$ cat src/rtl/rtsnoc_pkg.sv
// rtsnoc_pkg: shared RTSNoC flit geometry, field offsets and ping FSM states
package rtsnoc_pkg;
  localparam int LOCAL_W = 3;
  localparam int FLIT_W = 38;
  localparam int DEF_SOC_SIZE_X = 1;
  localparam int DEF_SOC_SIZE_Y = 1;
  localparam int DEF_DATA_W = 16;
  localparam int SOC_XY_SIZE = DEF_SOC_SIZE_X + DEF_SOC_SIZE_Y;
  localparam int NOC_HEADER_SIZE = 2 * SOC_XY_SIZE + 2 * LOCAL_W;
  localparam int NOC_BUS_SIZE = NOC_HEADER_SIZE + DEF_DATA_W;
  typedef enum logic [2:0] {
    ST_IDLE,
    ST_LOAD,
    ST_SEND_WAIT,
    ST_SEND,
    ST_RECV,
    ST_CHECK,
    ST_DONE
  } ping_state_e;
  function automatic int header_size(input int sx, input int sy);
    return 2 * (sx + sy + LOCAL_W);
  endfunction
  function automatic int off_l_dst(input int dw);
    return dw;
  endfunction
  function automatic int off_y_dst(input int dw);
    return dw + LOCAL_W;
  endfunction
  function automatic int off_x_dst(input int dw, input int sy);
    return dw + LOCAL_W + sy;
  endfunction
  function automatic int off_l_orig(input int dw, input int sx, input int sy);
    return dw + LOCAL_W + sx + sy;
  endfunction
  function automatic int off_y_orig(input int dw, input int sx, input int sy);
    return dw + 2 * LOCAL_W + sx + sy;
  endfunction
  function automatic int off_x_orig(input int dw, input int sx, input int sy);
    return dw + 2 * LOCAL_W + sx + 2 * sy;
  endfunction
endpackage

$ cat src/rtl/rtsnoc_flit_codec.sv
// rtsnoc_flit_codec: packs header fields plus data into a router flit and unpacks a received flit
module rtsnoc_flit_codec
  import rtsnoc_pkg::*;
#(
  parameter int SX = DEF_SOC_SIZE_X,
  parameter int SY = DEF_SOC_SIZE_Y,
  parameter int DW = DEF_DATA_W
) (
  input  logic [SX-1:0]      tx_x_orig,
  input  logic [SY-1:0]      tx_y_orig,
  input  logic [LOCAL_W-1:0] tx_l_orig,
  input  logic [SX-1:0]      tx_x_dst,
  input  logic [SY-1:0]      tx_y_dst,
  input  logic [LOCAL_W-1:0] tx_l_dst,
  input  logic [DW-1:0]      tx_data,
  output logic [FLIT_W-1:0]  tx_flit,
  input  logic [FLIT_W-1:0]  rx_flit,
  output logic [SX-1:0]      rx_x_orig,
  output logic [SY-1:0]      rx_y_orig,
  output logic [LOCAL_W-1:0] rx_l_orig,
  output logic [SX-1:0]      rx_x_dst,
  output logic [SY-1:0]      rx_y_dst,
  output logic [LOCAL_W-1:0] rx_l_dst,
  output logic [DW-1:0]      rx_data
);
  localparam int BUS = header_size(SX, SY) + DW;
  logic [BUS-1:0] rx_bus;
  logic unused_hi;
  // bits above the bus are driven zero on transmit and ignored on receive
  assign tx_flit = FLIT_W'({tx_x_orig, tx_y_orig, tx_l_orig, tx_x_dst, tx_y_dst, tx_l_dst, tx_data});
  assign rx_bus = rx_flit[BUS-1:0];
  assign unused_hi = ^(rx_flit >> BUS);
  assign rx_data = rx_bus[DW-1:0];
  assign rx_l_dst = rx_bus[off_l_dst(DW) +: LOCAL_W];
  assign rx_y_dst = rx_bus[off_y_dst(DW) +: SY];
  assign rx_x_dst = rx_bus[off_x_dst(DW, SY) +: SX];
  assign rx_l_orig = rx_bus[off_l_orig(DW, SX, SY) +: LOCAL_W];
  assign rx_y_orig = rx_bus[off_y_orig(DW, SX, SY) +: SY];
  assign rx_x_orig = rx_bus[off_x_orig(DW, SX, SY) +: SX];
endmodule

$ cat src/rtl/rtsnoc_ping_sm.sv
// rtsnoc_ping_sm: sends a burst of sequence-numbered packets to an echo node and checks each reply
module rtsnoc_ping_sm
  import rtsnoc_pkg::*;
#(
  parameter int TX_ADDR = 0,
  parameter int TX_ADDR_X = 0,
  parameter int TX_ADDR_Y = 0,
  parameter int DST_ADDR = 1,
  parameter int DST_ADDR_X = 0,
  parameter int DST_ADDR_Y = 0,
  parameter int SOC_SIZE_X = DEF_SOC_SIZE_X,
  parameter int SOC_SIZE_Y = DEF_SOC_SIZE_Y,
  parameter int NOC_DATA_WIDTH = DEF_DATA_W,
  parameter logic [NOC_DATA_WIDTH-1:0] PATTERN = NOC_DATA_WIDTH'(16'hA5C3),
  parameter int TIMEOUT_CYCLES = 1024
) (
  input  logic              clk_i,
  input  logic              rst_i,
  input  logic              start_i,
  input  logic [15:0]       count_i,
  output logic [FLIT_W-1:0] din_o,
  output logic              wr_o,
  output logic              rd_o,
  input  logic [FLIT_W-1:0] dout_i,
  input  logic              wait_i,
  input  logic              nd_i,
  output logic              busy_o,
  output logic              done_o,
  output logic              pass_o,
  output logic              timeout_o,
  output logic [15:0]       sent_o,
  output logic [15:0]       ok_o,
  output logic [15:0]       err_o
);
  localparam int TW = $clog2(TIMEOUT_CYCLES + 1);
  localparam logic [SOC_SIZE_X-1:0] OWN_X = SOC_SIZE_X'(TX_ADDR_X);
  localparam logic [SOC_SIZE_Y-1:0] OWN_Y = SOC_SIZE_Y'(TX_ADDR_Y);
  localparam logic [LOCAL_W-1:0] OWN_L = LOCAL_W'(TX_ADDR);
  localparam logic [SOC_SIZE_X-1:0] DST_X = SOC_SIZE_X'(DST_ADDR_X);
  localparam logic [SOC_SIZE_Y-1:0] DST_Y = SOC_SIZE_Y'(DST_ADDR_Y);
  localparam logic [LOCAL_W-1:0] DST_L = LOCAL_W'(DST_ADDR);
  ping_state_e state, state_n;
  logic [15:0] cnt, seq;
  logic [TW-1:0] tcnt;
  logic [FLIT_W-1:0] cap, tx_flit;
  logic [NOC_DATA_WIDTH-1:0] tx_data, rx_data;
  logic [SOC_SIZE_X-1:0] rx_x_orig, rx_x_dst;
  logic [SOC_SIZE_Y-1:0] rx_y_orig, rx_y_dst;
  logic [LOCAL_W-1:0] rx_l_orig, rx_l_dst;
  logic idle, match, tmo, last;
  rtsnoc_flit_codec #(
    .SX(SOC_SIZE_X),
    .SY(SOC_SIZE_Y),
    .DW(NOC_DATA_WIDTH)
  ) u_codec (
    .tx_x_orig(OWN_X),
    .tx_y_orig(OWN_Y),
    .tx_l_orig(OWN_L),
    .tx_x_dst (DST_X),
    .tx_y_dst (DST_Y),
    .tx_l_dst (DST_L),
    .tx_data  (tx_data),
    .tx_flit  (tx_flit),
    .rx_flit  (cap),
    .rx_x_orig(rx_x_orig),
    .rx_y_orig(rx_y_orig),
    .rx_l_orig(rx_l_orig),
    .rx_x_dst (rx_x_dst),
    .rx_y_dst (rx_y_dst),
    .rx_l_dst (rx_l_dst),
    .rx_data  (rx_data)
  );
  // seq is held until CHECK, so tx_data is still the value that was sent
  assign tx_data = NOC_DATA_WIDTH'(seq) ^ PATTERN;
  assign match = rx_data == tx_data && rx_x_orig == DST_X && rx_y_orig == DST_Y && rx_l_orig == DST_L
              && rx_x_dst == OWN_X && rx_y_dst == OWN_Y && rx_l_dst == OWN_L;
  assign tmo = tcnt == TW'(TIMEOUT_CYCLES - 1);
  assign last = sent_o == cnt;
  assign idle = state == ST_IDLE || state == ST_DONE;
  assign busy_o = !idle;
  always_ff @(posedge clk_i or negedge rst_i) begin
    if (!rst_i) state <= ST_IDLE;
    else state <= state_n;
  end
  always_comb begin
    state_n = state;
    case (state)
      ST_IDLE, ST_DONE: state_n = start_i ? (count_i == 16'd0 ? ST_DONE : ST_LOAD) : state;
      ST_LOAD: state_n = ST_SEND_WAIT;
      ST_SEND_WAIT: state_n = wait_i ? ST_SEND_WAIT : ST_SEND;
      ST_SEND: state_n = ST_RECV;
      ST_RECV: state_n = nd_i ? ST_CHECK : (tmo ? ST_DONE : ST_RECV);
      ST_CHECK: state_n = last ? ST_DONE : ST_LOAD;
      default: state_n = ST_IDLE;
    endcase
  end
  always_ff @(posedge clk_i or negedge rst_i) begin
    if (!rst_i) begin
      cnt <= '0;
      seq <= '0;
      tcnt <= '0;
      cap <= '0;
      din_o <= '0;
      wr_o <= 1'b0;
      rd_o <= 1'b0;
      done_o <= 1'b0;
      pass_o <= 1'b0;
      timeout_o <= 1'b0;
      sent_o <= '0;
      ok_o <= '0;
      err_o <= '0;
    end else begin
      wr_o <= state == ST_SEND_WAIT && !wait_i;
      rd_o <= state == ST_RECV && nd_i;
      if (idle && start_i) begin
        cnt <= count_i;
        seq <= '0;
        sent_o <= '0;
        ok_o <= '0;
        err_o <= '0;
        timeout_o <= 1'b0;
        done_o <= count_i == 16'd0;
        pass_o <= count_i == 16'd0;
      end
      if (state == ST_LOAD) din_o <= tx_flit;
      if (state == ST_SEND) begin
        sent_o <= sent_o + 16'd1;
        tcnt <= '0;
      end
      if (state == ST_RECV) begin
        if (nd_i) cap <= dout_i;
        else begin
          tcnt <= tcnt + TW'(1);
          if (tmo) begin
            timeout_o <= 1'b1;
            err_o <= err_o + 16'd1;
            done_o <= 1'b1;
            pass_o <= 1'b0;
          end
        end
      end
      if (state == ST_CHECK) begin
        ok_o <= ok_o + 16'(match);
        err_o <= err_o + 16'(!match);
        seq <= seq + 16'd1;
        if (last) begin
          done_o <= 1'b1;
          pass_o <= match && err_o == 16'd0 && !timeout_o;
        end
      end
    end
  end
endmodule

$ cat config.mk
export PLATFORM = sky130hd
export DESIGN_NAME = rtsnoc_ping_sm
export DESIGN_NICKNAME = d
export VERILOG_FILES = /design/src/rtl/rtsnoc_pkg.sv /design/src/rtl/rtsnoc_flit_codec.sv /design/src/rtl/rtsnoc_ping_sm.sv
export SDC_FILE = /design/constraint.sdc
export NUM_CORES = 1
export LEC_CHECK = 0
export ABC_CLOCK_PERIOD_IN_PS = 3750
export CORE_MARGIN = 3
export CORE_UTILIZATION = 45
export CTS_CLUSTER_DIAMETER = 30
export DETAILED_ROUTE_END_ITERATION = 12
export HOLD_SLACK_MARGIN = 0.15
export PLACE_DENSITY = 0.7
export REMOVE_ABC_BUFFERS = 1
export SYNTH_ARGS = -nofsm -noshare
export SYNTH_HDL_FRONTEND = slang
export SYNTH_HIERARCHICAL = 1
export SYNTH_SLANG_ARGS = --single-unit
$ cat constraint.sdc
create_clock -name clk_i -period 3.75 [get_ports clk_i]
set_input_delay 0.75 -clock clk_i [delete_from_list [all_inputs] [get_ports clk_i]]
set_output_delay 0.75 -clock clk_i [all_outputs]
set_load 0.02 [all_outputs]
* After elaboration in Yosys (flattened, before gate mapping)
Index checks and enable logic that the tools add are counted. W data, S select, Z words.
Word-level totals: bits in registers 142, latch bits 0, memory bits (writable) 0, bits in read-only memories 0, bits of input ports 59, output and inout bits 92, word-level logic and storage cells 95, memories 0
Operators by class: add/subtract/negate cells 6, multipliers 0, divide/modulo/power cells 0, magnitude comparators 0, equality and inequality tests 11, shift operators 0, muxes and demuxes 35, bitwise operators 5, reductions and logical operators 24
Operator list (count):
- $mux W16 | 9
- $add A16 B1 Y16 const B | 3
- $mux W11 | 3
- $add A16 B1 Y16 | 2
- $eq A16 B16 Y1 | 2
- $logic_not A16 Y1 | 2
- $pmux W3 S6 | 1
- $mux W1 | 17
- $add A11 B1 Y11 const B | 1
- $eq A11 B10 Y1 const B | 1
- $logic_and A1 B1 Y1 | 11
- $eq A3 B3 Y1 const B | 3
- $mux W3 | 3
- $not A8 Y8 | 1
- $eq A3 B1 Y1 const B | 2
- $eq A3 B2 Y1 const B | 2
- $logic_not A3 Y1 | 2
- $logic_not A1 Y1 | 4
- $mux W2 | 2
- $not A1 Y1 | 4
- $reduce_bool A2 Y1 | 2
- $ne A2 B2 Y1 const B | 1
- $reduce_and A2 Y1 | 1
- $reduce_or A2 Y1 | 1
- $logic_or A1 B1 Y1 | 1

* Longest topological paths before layout
Gate-level depths: netlist of the first run.
depth in word-level cells 12, gate-level depth with buffers 12, gate-level depth less buffers 11

* By module
The synthesis of the first run kept the hierarchy.
By module, submodules not included:
- rtsnoc_ping_sm | times used 1, cells an instance 780, area an instance 8262.9 µm², sequential area each 4379.2 µm²
- rtsnoc_flit_codec | times used 1, cells an instance 65, area an instance 484.2 µm², sequential area each 0.0 µm²

* Worst setup path before layout of the first run
Ideal clock, no wire load.
path type flip-flop to flip-flop, from register cap[22], to register ok_o[13], library setup time 132 ps, data arrival time 2528 ps, required time 3618 ps, slack 1091 ps, stages on the path, launching flop included 12, path buffers 1, period minus slack after synthesis 2659 ps, cells stage by stage dfrtp_1 buf_4 or4b_2 nor3_1 nand3_1 inv_1 ha_1 nand4b_1 nor2_1 nand4_1 o211ai_1 o31ai_1
On the way: cells in the longest elaborated chain, start to end 7
Ends and longest elaborated chain:
- from (decl) | RTL line rtsnoc_ping_sm.sv:45 | logic [FLIT_W-1:0] cap, tx_flit;
- from (signal assigned) | RTL line rtsnoc_ping_sm.sv:131 | if (nd_i) cap <= dout_i;
- $eq A3 B1 Y1 | RTL line rtsnoc_ping_sm.sv:75 | assign match = rx_data == tx_data && rx_x_orig == DST_X && rx_y_orig == DST_Y && rx_l_orig == DST_L
- $logic_and A1 B1 Y1 | RTL line rtsnoc_ping_sm.sv:75
- $logic_and A1 B1 Y1 (3 in a row) | RTL line rtsnoc_ping_sm.sv:76 | && rx_x_dst == OWN_X && rx_y_dst == OWN_Y && rx_l_dst == OWN_L;
- $add A16 B1 Y16 | RTL line rtsnoc_ping_sm.sv:143 | ok_o <= ok_o + 16'(match);
- $mux W16 | RTL line rtsnoc_ping_sm.sv:142 | if (state == ST_CHECK) begin
- to (signal assigned) | RTL line rtsnoc_ping_sm.sv:143
- to (decl) | RTL line rtsnoc_ping_sm.sv:32 | output logic [15:0] ok_o,
Every way passes these cells. A chain may end at the register's enable or synchronous reset.

* Final worst setup path of the first run
from register seq[3], to register ok_o[13]
On the way: cells in the longest elaborated chain, start to end 9
Ends and longest elaborated chain:
- from (decl) | RTL line rtsnoc_ping_sm.sv:43 | logic [15:0] cnt, seq;
- from (signal assigned) | RTL line rtsnoc_ping_sm.sv:145 | seq <= seq + 16'd1;
- $eq A16 B16 Y1 | RTL line rtsnoc_ping_sm.sv:75
- $logic_and A1 B1 Y1 (3 in a row) | RTL line rtsnoc_ping_sm.sv:75
- $logic_and A1 B1 Y1 (3 in a row) | RTL line rtsnoc_ping_sm.sv:76
- $add A16 B1 Y16 | RTL line rtsnoc_ping_sm.sv:143
- $mux W16 | RTL line rtsnoc_ping_sm.sv:142
Every way passes these cells.

==> flow_summary.json, run 1 <==
{
  "pwr_density_cell_nw_per_um2": 627,
  "post_drt_via_cell_ratio": 5.45,
  "track_usage": 0.196,
  "grt_pass1_vias": 6069,
  "worst-path-stages": 11,
  "pwr-share-comb": 0.319,
  "rr_endpoint": "ok_o[13]$_DFFE_PN0P_",
  "cts_hold_buf": 0,
  "start_util": 0.461,
  "syn_to_final_growth_pct": 22.4,
  "drt_iter0_drc": 483,
  "cp_cell_sequence": "xnor2_1 > nand4_1 > nor4_1 > nand3_1 > inv_1 > ha_1 > nand4b_1 > nor2_1 > nand4_1 > o211ai_1 > o31ai_1",
  "syn-cell-area_um2": 8310,
  "setup_viol": 0,
  "area.sequential_um2": 4080,
  "firstDrtPassIters": 5,
  "drc": 0,
  "p_switching_mw": 2.13,
  "cp_max_fo": 6,
  "syn_area_per_cell_um2": 10.1,
  "multi_input_area_um2": 3640,
  "drive_gt1_frac": 0.133,
  "post_cts_buffers": 0,
  "cts_sinks": 163,
  "gr-total-overflow": 0,
  "fin_setup_tns_ns": 0,
  "max_slew_margin": 0.495,
  "nets": 980,
  "vias": 6286,
  "r2r_start": "seq[3]$_DFFE_PN0P_",
  "irDropWorstVdd_v": 0.000367,
  "criticalPathCategory": "flop to flop",
  "fillCellCount": 1593,
  "yosys_warnings": 6,
  "insertion_delay_ns": 0.42,
  "end_kind": "flop",
  "crit_path_frequent_cell": "nand4_1",
  "grt_pass1_wl_um": 31700,
  "rsz0062_at_grt": "false",
  "crit_buf_inv": 1,
  "rrSetupSlack_ns": 0.62,
  "clkPwrFrac": 0.282,
  "maxCapViolCount": 0,
  "clk_pin_slew_ns": 0.07,
  "die_area_um2": 20100,
  "slew_violations": 0,
  "port_buffers": 138,
  "final_hold_viol_count": 0,
  "min_path_type": "input port to async pin",
  "grt_max_degree": 78,
  "crit_family": "simple AND/OR/NAND/NOR gates",
  "cts_root_buf": "clkbuf_16",
  "chipWidth_um": 142,
  "placementRows": 49,
  "period_minus_slack_ns": 3.13,
  "p_leak_nw": 4.38,
  "critical_path.max_stage_delay_ns": 0.51,
  "cp_slowest_cell": "dfrtp_1",
  "cp.required_ns": 4.05,
  "cp-start-kind": "flop",
  "wl_per_cell_um": 16.5,
  "seqPwrFrac": 0.399,
  "coreArea_um2": 18000,
  "diodes": 0,
  "outcome": "finished, final reports clean",
  "die_h_um": 142,
  "cts_buffers": 17,
  "worst_pin_slew_ns": 0.755,
  "fmax_mhz": 319,
  "cts_tree": "yes",
  "drt_wl_total_um": 19100,
  "arrival_ns": 3.43,
  "skew_ns": 0.00844,
  "place_hpwl_um": 13300,
  "p_int_mw": 4.25,
  "cts_resized": 0,
  "ant_nets": 0,
  "clockBufferDepth": 2,
  "ff2ff_path_depth": 11,
  "io_pins": 151,
  "whs_ns": 0.344,
  "h-tree-depth": 4,
  "gp_congestion": 0.841,
  "period_share": 0.835,
  "antenna_found_initial": 0,
  "syn_inst": 821,
  "power.share.switching": 0.334
}
power groups by stage:
stage          sequential, mW  combinational, mW  clock (mW)
2_1_floorplan            2.70               1.04           0
3_3_place_gp             2.56               2.01           0
3_5_place_dp             2.57               2.05           0
4_1_cts                  2.55               2.06        1.83
5_1_grt                  2.61               2.23        1.91
6_report                 2.55               2.03        1.80
worst max-delay path by stage:
stage,end,start
after floorplan,din_o[0]$_DFFE_PN0P_,state[2]$_DFFE_PN0P_
after global placement,err_o[10]$_DFF_PN0_,nd_i
after detailed placement,err_o[10]$_DFF_PN0_,nd_i
after CTS,ok_o[13]$_DFFE_PN0P_,seq[3]$_DFFE_PN0P_
after global routing,ok_o[13]$_DFFE_PN0P_,seq[3]$_DFFE_PN0P_
final,ok_o[13]$_DFFE_PN0P_,seq[3]$_DFFE_PN0P_
worst reg2reg max path: stages (launching register included):
cell and delay, ns:
dfrtp_1 0.51, xnor2_1 0.16, nand4_1 0.19, nor4_1 0.47, nand3_1 0.24, inv_1 0.13, ha_1 0.20, nand4b_1 0.18
nor2_1 0.28, nand4_1 0.27, o211ai_1 0.28, o31ai_1 0.11
cells in the final DEF, fill, tap and decap left out, types with 5 or more instances in the layout:
cell             instances
nand3_1                 39
nand2_1                126
a21oi_1                 14
xnor2_1                 26
ha_1                    10
mux2i_1                 23
inv_1                   16
clkdlybuf4s50_1        137
mux2_2                  65
a31oi_1                  8
conb_1                  22
clkinv_2                 5
and4_1                   7
and3_1                  17
dfrtp_1                163
o211ai_1                 7
xor2_1                  17
o31ai_1                  7
nor2_1                  35
o21ai_0                 44
nor3_1                   6
clkinv_4                 5
clkbuf_16               17
nand4_1                 27
buf_4                   12
nor4_1                  13
cell type report:
cell class,count,area share
well taps,229,0.0282
clock inverters,13,0.0156
multi-input cells,562,0.358
repair buffers,151,0.147
flip-flops and latches,163,0.401
inverters,16,0.00590
clock buffers,19,0.0445
routing by layer:
layer	GRT usage	up-vias	wire, µm	share of wire
li1	-	2981	-	-
met5	0	-	0	0
met2	0.310	172	9010	0.47
met4	0.0566	0	240	0.013
met3	0.0344	20	908	0.048
met1	0.280	3113	8910	0.47
per-stage QoR:
step           total power, mW   util  std cells  setup WS [ns]  cell area (µm²)
2_1_floorplan             3.74      -        741          0.851             7770
3_5_place_dp              4.62  0.530       1121          0.615             9560
4_1_cts                   6.44  0.564       1153          0.652            10200
3_3_place_gp              4.57  0.530       1121          0.619             9560
5_1_grt                   6.75  0.564       1153          0.350            10200
6_report                  6.38  0.564       1153          0.619            10200
registers in the layout (all words and copies together), names as in the netlist, 3 cells and up:
| name | cells |
|---|---|
| din_o | 38 |
| cap | 26 |
| cnt | 16 |
| err_o | 16 |
| ok_o | 16 |
| sent_o | 16 |
| seq | 16 |
| tcnt | 11 |
| state | 3 |
No activity file was read; power rests on OpenSTA's default activity.
==> run 2, diff against run 1 <==
--- a/config.mk
+++ b/config.mk
@@ -5,13 +5,13 @@
 export SDC_FILE = /design/constraint.sdc
 export NUM_CORES = 1
 export LEC_CHECK = 0
-export ABC_CLOCK_PERIOD_IN_PS = 3750
+export ABC_CLOCK_PERIOD_IN_PS = 2760
 export CORE_MARGIN = 3
 export CORE_UTILIZATION = 45
 export CTS_CLUSTER_DIAMETER = 30
 export DETAILED_ROUTE_END_ITERATION = 12
 export HOLD_SLACK_MARGIN = 0.15
-export PLACE_DENSITY = 0.7
+export PLACE_DENSITY = 0.72
 export REMOVE_ABC_BUFFERS = 1
 export SYNTH_ARGS = -nofsm -noshare
 export SYNTH_HDL_FRONTEND = slang
==> constraint.sdc (replaced) <==
create_clock -name clk_i -period 2.76 [get_ports clk_i]
set_input_delay 0.552 -clock clk_i [delete_from_list [all_inputs] [get_ports clk_i]]
set_output_delay 0.552 -clock clk_i [all_outputs]
set_load 0.02 [all_outputs]
==> run 2 against run 1 <==
  * Combinational power grew 46%
  * Core utilization grew 1.9 points
  * Via count grew 0.65%
  * Cell count grew 2.9%
  * Flip-flop and latch count is the same
  * Worst hold slack gained 0.14 ns
  * Highest routed layer unchanged
  * Sequential share of layout area shrank 1.3 points
==> flow_summary.json, run 2 (same netlist as run 1, synthesis figures left out) <==
{
  "worstHoldPathCells": 1,
  "fmax_mhz": 381,
  "chipWidth_um": 142,
  "cts_buffers": 17,
  "rsz0062_at_grt": "true",
  "placementRows": 49,
  "gp_congestion": 0.825,
  "insertion_delay_ns": 0.42,
  "firstDrtPassIters": 5,
  "slew_violations": 0,
  "die_area_um2": 20100,
  "grt_max_degree": 59,
  "stdcell_area_um2": 10500,
  "coreArea_um2": 18000,
  "p_leak_nw": 4.54,
  "drc": 0,
  "io_pins": 151,
  "ant_nets": 0,
  "die_h_um": 142,
  "place_area_um2": 9780,
  "cp-start-kind": "flop",
  "cts_root_buf": "clkbuf_16",
  "place_hpwl_um": 13500,
  "diodes": 0,
  "port_buffers": 138,
  "top_register": "din_o",
  "worst_pin_slew_ns": 0.550,
  "setup_viol": 0,
  "maxCapViolCount": 0,
  "drt_iter0_drc": 352,
  "grt_pass1_vias": 6236,
  "period_share": 0.950,
  "ff2ff_path_depth": 12,
  "outcome": "finished, final reports clean",
  "holdPathEnd": "ok_o[15]$_DFFE_PN0P_",
  "drive_gt1_frac": 0.169,
  "vias": 6327,
  "wl_per_cell_um": 16.3,
  "cts_sinks": 163,
  "gr-total-overflow": 0,
  "rr_endpoint": "err_o[14]$_DFF_PN0_",
  "min_path_type": "flop to flop",
  "h-tree-depth": 4,
  "max_slew_margin": 0.634,
  "reg_top3": "din_o (38), cap (26)",
  "pwr_density_cell_nw_per_um2": 844,
  "grt_pass1_wl_um": 31400,
  "whs_ns": 0.488,
  "start_util": 0.461,
  "arrival_ns": 2.07,
  "clk_pin_slew_ns": 0.07,
  "period_minus_slack_ns": 2.62,
  "cts_tree": "yes",
  "final_common_cell": "dfrtp_1",
  "finalPower_mw": 8.88,
  "dp.cells": 1149,
  "hold_start": "ok_o[15]$_DFFE_PN0P_",
  "post_drt_via_cell_ratio": 5.33,
  "largest_reg_flops": 38,
  "fillCellCount": 1582,
  "instances_no_fill": 1186,
  "cp_max_fo": 8,
  "syn_to_final_growth_pct": 26.6,
  "layout_common_cells": "dfrtp_1 (162), clkdlybuf4s50_1 (137), nand2_1 (126)",
  "rrSetupSlack_ns": 0.24,
  "antenna_found_initial": 0,
  "criticalPathCategory": "flop to output pin",
  "r2r_start": "seq[4]$_DFFE_PN0P_",
  "final_hold_viol_count": 0,
  "irDropWorstVdd_v": 0.000511,
  "skew_ns": 0.0109,
  "nets": 1013,
  "track_usage": 0.194,
  "clockBufferDepth": 2,
  "cp.required_ns": 2.21,
  "drt_wl_total_um": 19300,
  "end_kind": "output pin"
}
run 2: how the worst max path moves through the flow:
stage | from | end | slack, ns
global route | seq[3]$_DFFE_PN0P_ | ok_o[15]$_DFFE_PN0P_ | 0.02
floorplan | state[2]$_DFFE_PN0P_ | din_o[0]$_DFFE_PN0P_ | -0.14
CTS | cap[22]$_DFFE_PN0P_ | ok_o[13]$_DFFE_PN0P_ | 0.02
detailed placement | nd_i | err_o[6]$_DFF_PN0_ | -0.04
global placement | nd_i | err_o[14]$_DFF_PN0_ | -0.03
finish | state[2]$_DFFE_PN0P_ | busy_o | 0.14
run 2: repair_timing:
| item | CTS | global route |
|---|---|---|
| gates resized for setup | 0 | 16 |
| endpoints found under the setup margin | 0 | 15 |
| setup buffers | 0 | 4 |
| hold endpoints to repair | 55 | 0 |
| hold buffers | 1 | 0 |
run 2: metrics by stage:
stage,TNS (ns),util,setup slack [ns]
after floorplan,-5.17,-,-0.139
after global placement,-0.111,0.543,-0.0333
after detailed placement,-0.158,0.543,-0.0354
after CTS,0,0.578,0.0178
after global routing,0,0.584,0.0247
final,0,0.584,0.138
run 2: cell type report:
class                           count  area, µm²  share of cell area
Clock buffer                       23        468              0.0445
Inverter                           16       62.6             0.00595
Multi-Input combinational cell    562       3710               0.353
Tap cell                          229        287              0.0272
Timing Repair Buffer              184       1760               0.167
Clock inverter                      9        153              0.0145
Sequential cell                   163       4080               0.388
run 2: power by group:
part	switching [mW]	internal [mW]
Combinational	1.55	1.41
Sequential	0.435	2.98
Clock	0.946	1.56
run 2: metal layers:
metal / track usage / wire, µm / vias up
met3: 0.0425 / 970 / 21
met1: 0.273 / 9030 / 3094
li1: - / - / 3049
met2: 0.307 / 9050 / 163
met4: 0.0520 / 269 / 0
met5: 0 / 0 / -
run 2: worst max-delay path: stages, from the launching register on:
cell and delay (ns):
dfrtp_1 0.45, buf_4 0.20, xnor2_1 0.30, nand2_1 0.14, clkdlybuf4s50_1 0.56
